## config.mk

```make
export PLATFORM = sky130hd
export DESIGN_NAME = prince_inv_sbox_layer_d1_flat
export DESIGN_NICKNAME = d
export VERILOG_FILES = /design/src/rtl/prince_pkg.sv /design/src/rtl/prince_inv_sbox_layer_d1_if.sv /design/src/rtl/prince_inv_sbox_d1.sv /design/src/rtl/prince_inv_sbox_layer_d1.sv /design/src/flat_wrapper.sv
export SDC_FILE = /design/constraint.sdc
export NUM_CORES = 1
export LEC_CHECK = 0
export ABC_AREA = 1
export BUFFER_PORTS_ARGS = -buffer_cell sky130_fd_sc_hd__buf_2
export CAP_MARGIN = 20
export CORE_ASPECT_RATIO = 0.5
export CORE_UTILIZATION = 42
export CTS_CLUSTER_DIAMETER = 120
export DETAILED_ROUTE_END_ITERATION = 8
export PLACE_DENSITY_LB_ADDON = 0.25
export SYNTH_ARGS = -nofsm -noshare
export SYNTH_HDL_FRONTEND = slang
export SYNTH_SLANG_ARGS = --single-unit --ignore-timing --ignore-initial --compat-mode --unroll-limit 50000
export TNS_END_PERCENT = 20
```

## constraint.sdc

```tcl
create_clock -name clk -period 1.7 [get_ports clk]
set_input_delay 0.085 -clock clk [delete_from_list [all_inputs] [get_ports clk]]
set_output_delay 0.085 -clock clk [all_outputs]
set_load 0.01 [all_outputs]
```

## src/rtl/prince_pkg.sv

```systemverilog
// Shared PRINCE definitions for the masked decryption datapath.
package prince_pkg;

  localparam int NIBBLES = 16;

  // Unmasked inverse S-box table. It is a reference for checking only; the
  // masked datapath derives everything from share-wise component logic.
  localparam logic [3:0] INV_S [16] = '{
    4'hB, 4'h7, 4'h3, 4'h2, 4'hF, 4'hD, 4'h8, 4'h9,
    4'hA, 4'h6, 4'h4, 4'h0, 4'h5, 4'hE, 4'hC, 4'h1
  };

  typedef enum logic [1:0] {IDLE, ISSUE, FLUSH, DONE} state_t;

endpackage

```

## src/rtl/prince_inv_sbox_layer_d1_if.sv

```systemverilog
// Request/response bundle of the masked inverse S-box layer.
interface prince_inv_sbox_layer_d1_if #(parameter int NIB_PER_BEAT = 4);
  logic                      start;
  logic [63:0]               in_s0;
  logic [63:0]               in_s1;
  logic [4*NIB_PER_BEAT-1:0] rnd;
  logic                      busy;
  logic                      done;
  logic [63:0]               out_s0;
  logic [63:0]               out_s1;

  modport master (output start, in_s0, in_s1, rnd,
                  input  busy, done, out_s0, out_s1);
  modport slave  (input  start, in_s0, in_s1, rnd,
                  output busy, done, out_s0, out_s1);
endinterface

```

## src/rtl/prince_inv_sbox_d1.sv

```systemverilog
// Single-nibble, two-share masked PRINCE inverse S-box.
// The algebraic normal form is expanded over all 16 share-index tuples; each
// tuple component only touches one share of every input bit, so no component
// ever sees both shares of a variable. Components are registered (glitch
// barrier) and only then compressed back into two output shares.
module prince_inv_sbox_d1 (
  input  logic       clk,
  input  logic       rst,
  input  logic [3:0] a0,
  input  logic [3:0] a1,
  input  logic [3:0] r,
  output logic [3:0] b0,
  output logic [3:0] b1
);

  // ANF coefficients per output bit: bit u set means monomial prod_{j in u} x_j.
  //   y0 = 1^x0x1^x1x2^x3^x0x1x3^x2x3^x0x2x3
  //   y1 = 1^x0x2^x1x2^x0x1x2^x1x3^x2x3
  //   y2 = x0^x0x1^x2^x0x2^x1x2^x0x1x2^x1x3^x0x1x3
  //   y3 = 1^x0^x1^x0x1^x0x2^x1x2^x0x1x2^x2x3^x0x2x3^x1x2x3
  localparam logic [3:0][15:0] ANF = {16'h70EF, 16'h0CFA, 16'h14E1, 16'h3949};

  // Component for share tuple s: each monomial term is placed in the unique
  // tuple whose unused variables select share 0, so every term appears once.
  function automatic logic [3:0] comp_fn(input logic [3:0] s,
                                         input logic [3:0] x0,
                                         input logic [3:0] x1);
    logic [3:0] y;
    logic [3:0] uu;
    logic       t;
    y = '0;
    for (int b = 0; b < 4; b++) begin
      for (int u = 0; u < 16; u++) begin
        uu = 4'(u);
        t  = ANF[2'(b)][uu] & ((s & ~uu) == 4'h0);
        for (int j = 0; j < 4; j++)
          if (uu[2'(j)]) t = t & (s[2'(j)] ? x1[2'(j)] : x0[2'(j)]);
        y[2'(b)] = y[2'(b)] ^ t;
      end
    end
    return y;
  endfunction

  logic [15:0][3:0] comp, comp_q;

  // Share-wise components; one component per output-share group gets the same
  // fresh mask so it cancels on recombination.
  always_comb begin
    comp = '0;
    for (int s = 0; s < 16; s++)
      comp[4'(s)] = comp_fn(4'(s), a0, a1) ^ ((s == 0 || s == 15) ? r : 4'h0);
  end

  // Glitch barrier register.
  always_ff @(posedge clk) begin
    if (rst) comp_q <= '0;
    else     comp_q <= comp;
  end

  // Compress: tuples using share 0 of x3 form out share 0, the rest share 1.
  always_comb begin
    b0 = '0;
    b1 = '0;
    for (int s = 0; s < 16; s++) begin
      if (s < 8) b0 = b0 ^ comp_q[4'(s)];
      else       b1 = b1 ^ comp_q[4'(s)];
    end
  end

endmodule

```

## src/rtl/prince_inv_sbox_layer_d1.sv

```systemverilog
// Masked inverse S-box layer: 16 nibbles, NIB_PER_BEAT per issue cycle.
module prince_inv_sbox_layer_d1
  import prince_pkg::*;
#(
  parameter int NIB_PER_BEAT = 4
) (
  input logic                        clk,
  input logic                        rst,
  prince_inv_sbox_layer_d1_if.slave  bus
);

  localparam int BEATS = NIBBLES / NIB_PER_BEAT;
  localparam int KW    = (BEATS > 1) ? $clog2(BEATS) : 1;

  typedef logic [NIB_PER_BEAT-1:0][3:0] grp_t;

  state_t                 state, state_nxt;
  logic [KW-1:0]          k;
  logic [KW-1:0]          wr_beat;
  logic                   wr_vld;
  logic [BEATS-1:0][NIB_PER_BEAT*4-1:0] ld_s0, ld_s1, out_s0_q, out_s1_q;
  grp_t                   cur_s0, cur_s1, sb_s0, sb_s1;

  assign cur_s0 = ld_s0[k];
  assign cur_s1 = ld_s1[k];

  for (genvar j = 0; j < NIB_PER_BEAT; j++) begin : g_sb
    prince_inv_sbox_d1 u_sb (
      .clk (clk),
      .rst (rst),
      .a0  (cur_s0[j]),
      .a1  (cur_s1[j]),
      .r   (bus.rnd[4*j +: 4]),
      .b0  (sb_s0[j]),
      .b1  (sb_s1[j])
    );
  end

  // State register.
  always_ff @(posedge clk) begin
    if (rst) state <= IDLE;
    else     state <= state_nxt;
  end

  // Next state: start only counts in IDLE; DONE always returns to IDLE.
  always_comb begin
    state_nxt = state;
    case (state)
      IDLE:    if (bus.start) state_nxt = ISSUE;
      ISSUE:   if (k == KW'(BEATS - 1)) state_nxt = FLUSH;
      FLUSH:   state_nxt = DONE;
      DONE:    state_nxt = IDLE;
      default: state_nxt = IDLE;
    endcase
  end

  // Load, beat counter and delayed nibble-group write into the output shares.
  always_ff @(posedge clk) begin
    if (rst) begin
      ld_s0    <= '0;
      ld_s1    <= '0;
      k        <= '0;
      wr_vld   <= 1'b0;
      wr_beat  <= '0;
      out_s0_q <= '0;
      out_s1_q <= '0;
    end else begin
      if (state == IDLE && bus.start) begin
        ld_s0 <= bus.in_s0;
        ld_s1 <= bus.in_s1;
        k     <= '0;
      end
      if (state == ISSUE) k <= k + 1'b1;
      wr_vld  <= (state == ISSUE);
      wr_beat <= k;
      if (wr_vld) begin
        out_s0_q[wr_beat] <= sb_s0;
        out_s1_q[wr_beat] <= sb_s1;
      end
    end
  end

  assign bus.busy   = (state == ISSUE) || (state == FLUSH);
  assign bus.done   = (state == DONE);
  assign bus.out_s0 = out_s0_q;
  assign bus.out_s1 = out_s1_q;

endmodule

```

## src/flat_wrapper.sv

```systemverilog
// flat-port wrapper written by rule: the top's interface ports become plain ports
module prince_inv_sbox_layer_d1_flat import prince_pkg::*;
#(
  parameter int NIB_PER_BEAT = 4
)
  (clk, rst, bus_start, bus_in_s0, bus_in_s1, bus_rnd, bus_busy, bus_done, bus_out_s0, bus_out_s1);
  prince_inv_sbox_layer_d1_if #(.NIB_PER_BEAT(NIB_PER_BEAT)) bus_i ();
  input logic clk;
  input logic rst;
  input wire logic [$bits(bus_i.start)-1:0] bus_start;
  input wire logic [$bits(bus_i.in_s0)-1:0] bus_in_s0;
  input wire logic [$bits(bus_i.in_s1)-1:0] bus_in_s1;
  input wire logic [$bits(bus_i.rnd)-1:0] bus_rnd;
  output wire logic [$bits(bus_i.busy)-1:0] bus_busy;
  output wire logic [$bits(bus_i.done)-1:0] bus_done;
  output wire logic [$bits(bus_i.out_s0)-1:0] bus_out_s0;
  output wire logic [$bits(bus_i.out_s1)-1:0] bus_out_s1;
  assign bus_i.start = bus_start;
  assign bus_i.in_s0 = bus_in_s0;
  assign bus_i.in_s1 = bus_in_s1;
  assign bus_i.rnd = bus_rnd;
  assign bus_busy = bus_i.busy;
  assign bus_done = bus_i.done;
  assign bus_out_s0 = bus_i.out_s0;
  assign bus_out_s1 = bus_i.out_s1;
  prince_inv_sbox_layer_d1 #(.NIB_PER_BEAT(NIB_PER_BEAT)) u_core (.clk(clk), .rst(rst), .bus(bus_i));
endmodule
```

==> results.json <==
{
  "yosysUniqueCellTypes": 25,
  "pwr-share-comb_pct": 23.6,
  "synth_top_cells_by_area": "dfxtp_1 48%, nor2_1 11%, buf_4 9.2%, o21ai_0 8.0%, nand2_1 6.6%",
  "cpMostUsedCell": "nor2_1",
  "crit_buf_inv": 1,
  "grt_overflow": 0,
  "die_height_um": 82.7,
  "synth.most_common_cell": "nor2_1",
  "finalSetupTns_ps": 0,
  "design_area_mm2": 0.00699,
  "path_cells": "nand2_1, nor2_2, clkinv_1, nor2_1, nor2_1",
  "status": "finished clean",
  "maxSlewViolCount": 0,
  "p_seq_share_pct": 38.0,
  "grt_start_max_net_pins": 60,
  "clockBufferDepth": 2,
  "drt.antenna.violating_nets": 0,
  "synth-seq-cells": 131,
  "path_class": "reg -> reg",
  "clkLatencyLatePin_ps": 410,
  "synth_top_area_share_pct": 47.9,
  "p_sw_w": 0.00318,
  "critical_path.top_delay_family": "simple AND/OR/NAND/NOR gates",
  "n_antenna_cell": 0,
  "synthToLayoutAreaGrowth_pct": 27.7,
  "drcViolationCount": 0,
  "rsz0062_at_grt": "no",
  "ir_worst_vdd_mv": 0.656,
  "critPathLaunchType": "flop",
  "cts_root_buffer": "clkbuf_16",
  "fin_skew_ps": 16.5,
  "dp_slack_ps": 243,
  "die_w_um": 163,
  "post-route-util_pct": 55.0,
  "routedWlPerCell_um": 12.2,
  "cp_data_required_time_ps": 1990,
  "arrival_ps": 1780,
  "critPathCaptureType": "flop",
  "fillerInstances": 1214,
  "dieArea_mm2": 0.0135,
  "synthArstFlopShare_pct": 0,
  "initial_core_util_pct": 43.1,
  "p_total_w": 0.0101,
  "setup_viol": 0,
  "dr.pass1.iters": 7,
  "pwr_density_cell_mw_per_mm2": 1440,
  "drive_gt1_share_pct": 19.4,
  "synthFlopType": "dfxtp_1",
  "p_int_w": 0.00691,
  "cts.sinks": 131,
  "placed_cell_area_mm2": 0.00591,
  "p_sw_share_pct": 31.5,
  "portBuffers": 116,
  "grt_usage_pct": 19.0,
  "via_per_inst": 4.49,
  "max_clock_freq_mhz": 674,
  "power.share.clock_pct": 38.4,
  "numCtsBuffers": 17,
  "syn_area_mm2": 0.00547,
  "yosys.area.top_type": "dfxtp_1",
  "io-pin-count": 277,
  "cp_max_fo": 9,
  "synth_common_cells": "156 x nor2_1, 131 x dfxtp_1, 96 x nand2_1",
  "cp_slowest_stage_delay_ps": 360,
  "nets": 1023,
  "worst_pin_slew_ps": 543,
  "period_minus_slack_ps": 1480,
  "relSlewSlack_pct": 63.5,
  "final_hold_viol_count": 0,
  "hold_class": "in -> reg",
  "p_leak_nw": 3.49,
  "vias": 4725,
  "gp_congestion": 0.812,
  "core-area_mm2": 0.0127,
  "htreeDepth": 4,
  "setup_slack_ps": 217,
  "antenna_found_initial": 0,
  "clk_pin_slew_ps": 60,
  "cpMaxStageDelayCell": "clkinv_1",
  "drtIter0Drc": 317,
  "grt_pass1_vias": 4006,
  "ys_seq_area_share_pct": 47.9,
  "yosys_warnings": 0,
  "hpwl_um": 8610,
  "tritoncts": "built",
  "fin_crit_sh_pct": 87.3,
  "grt_pass1_wl_um": 19700,
  "wl_um": 12800,
  "avgSynthCellArea_um2": 7.53,
  "postSynthCellCount": 727,
  "max_cap_viol_count": 0,
  "rows": 29,
  "synth_edf_count": 0
}
layout make-up:
| cell class | instances | area [µm²] | area share (%) |
|---|---|---|---|
| Multi-Input combinational cell | 495 | 2170 | 31.1 |
| Tap cell | 170 | 213 | 3.04 |
| Clock inverter | 13 | 183 | 2.61 |
| Clock buffer | 19 | 443 | 6.34 |
| Sequential cell | 131 | 2620 | 37.5 |
| Timing Repair Buffer | 174 | 1170 | 16.7 |
| Inverter | 51 | 191 | 2.74 |
per-stage QoR:
stage / hold WS (ps) / std cells
5_1_grt: 14.1 / 1053
4_1_cts: 1.24 / 1053
3_5_place_dp: 294 / 976
3_3_place_gp: 284 / 976
6_report: 21.3 / 1053
2_1_floorplan: 167 / 790
cells by family after synthesis:
logic type                 synth area share, %
AOI/OAI and AO/OA                         12.3
xor gates and xnor gates                 0.640
adders and majority gates                 1.37
buffers and inverters                     16.7
DFF                                       47.9
other                                   0.0685
and+or+nand+nor                           20.9
layer usage:
metal  global-route usage, %  vias up  wire length, µm
met4                    5.56        0               48
li1                        -     2442                -
met1                    25.5     2138             6280
met3                    4.00        4              506
met2                    31.1      141             5980
met5                       0        -                0
path summary, 6_finish.rpt:
check / from / to / slack [ps] / depth (start not counted)
max: u_core.wr_beat[1]$_SDFF_PP0_ / u_core.bus.out_s0[32]$_SDFFE_PP0P_ / 220 / 5
min: bus_rnd[8] / u_core.g_sb[2].u_sb.comp_q[0]$_SDFF_PP0_ / 20 / 4
max reg2reg: u_core.wr_beat[1]$_SDFF_PP0_ / u_core.bus.out_s0[32]$_SDFFE_PP0P_ / 220 / 5
min reg2reg: u_core.ld_s1[17]$_SDFFE_PP0P_ / u_core.ld_s1[17]$_SDFFE_PP0P_ / 460 / 2
what timing repair did:
item	CTS	global route
gates resized for setup	0	0
buffers inserted	0	0
hold endpoints to repair	45	0
hold buffers	45	0
flip-flops by register name, summed over array words and instances (netlist names):
name / cells
u_core.bus.out_s0: 64
u_core.g_sb.u_sb.comp_q: 28
u_core.k: 2
u_core.ld_s0: 16
u_core.ld_s1: 16
u_core.state: 2
u_core.wr_beat: 2
u_core.wr_vld: 1
power by group through the flow:
stage | logic [W] | registers [W] | clock network, W
floorplan | 0.00183 | 0.00389 | 0
global placement | 0.00226 | 0.00388 | 0
finish | 0.00238 | 0.00383 | 0.00387
global route | 0.00275 | 0.00389 | 0.00405
detailed placement | 0.00231 | 0.00389 | 0
CTS | 0.00240 | 0.00383 | 0.00393
worst min-delay path, stage by stage:
cell and delay (ps):
buf_2 110, nand3_1 80, nand2_1 60, nor2_1 50
placed cells by master (no fill, tap or decap), types with 10 or more instances in the layout:
cell           Yosys  routed
nand2_1           96      96
o21ai_0           87      87
dfxtp_1          131     131
buf_4             67      10
nand3_1           24      24
buf_2             21     116
a21oi_1           37      37
inv_1             42      42
nor2_1           156     156
clkbuf_16          0      17
dlygate4sd3_1      0      45
conb_1             1      64
Note: power is estimated with default switching activity, not from simulation.
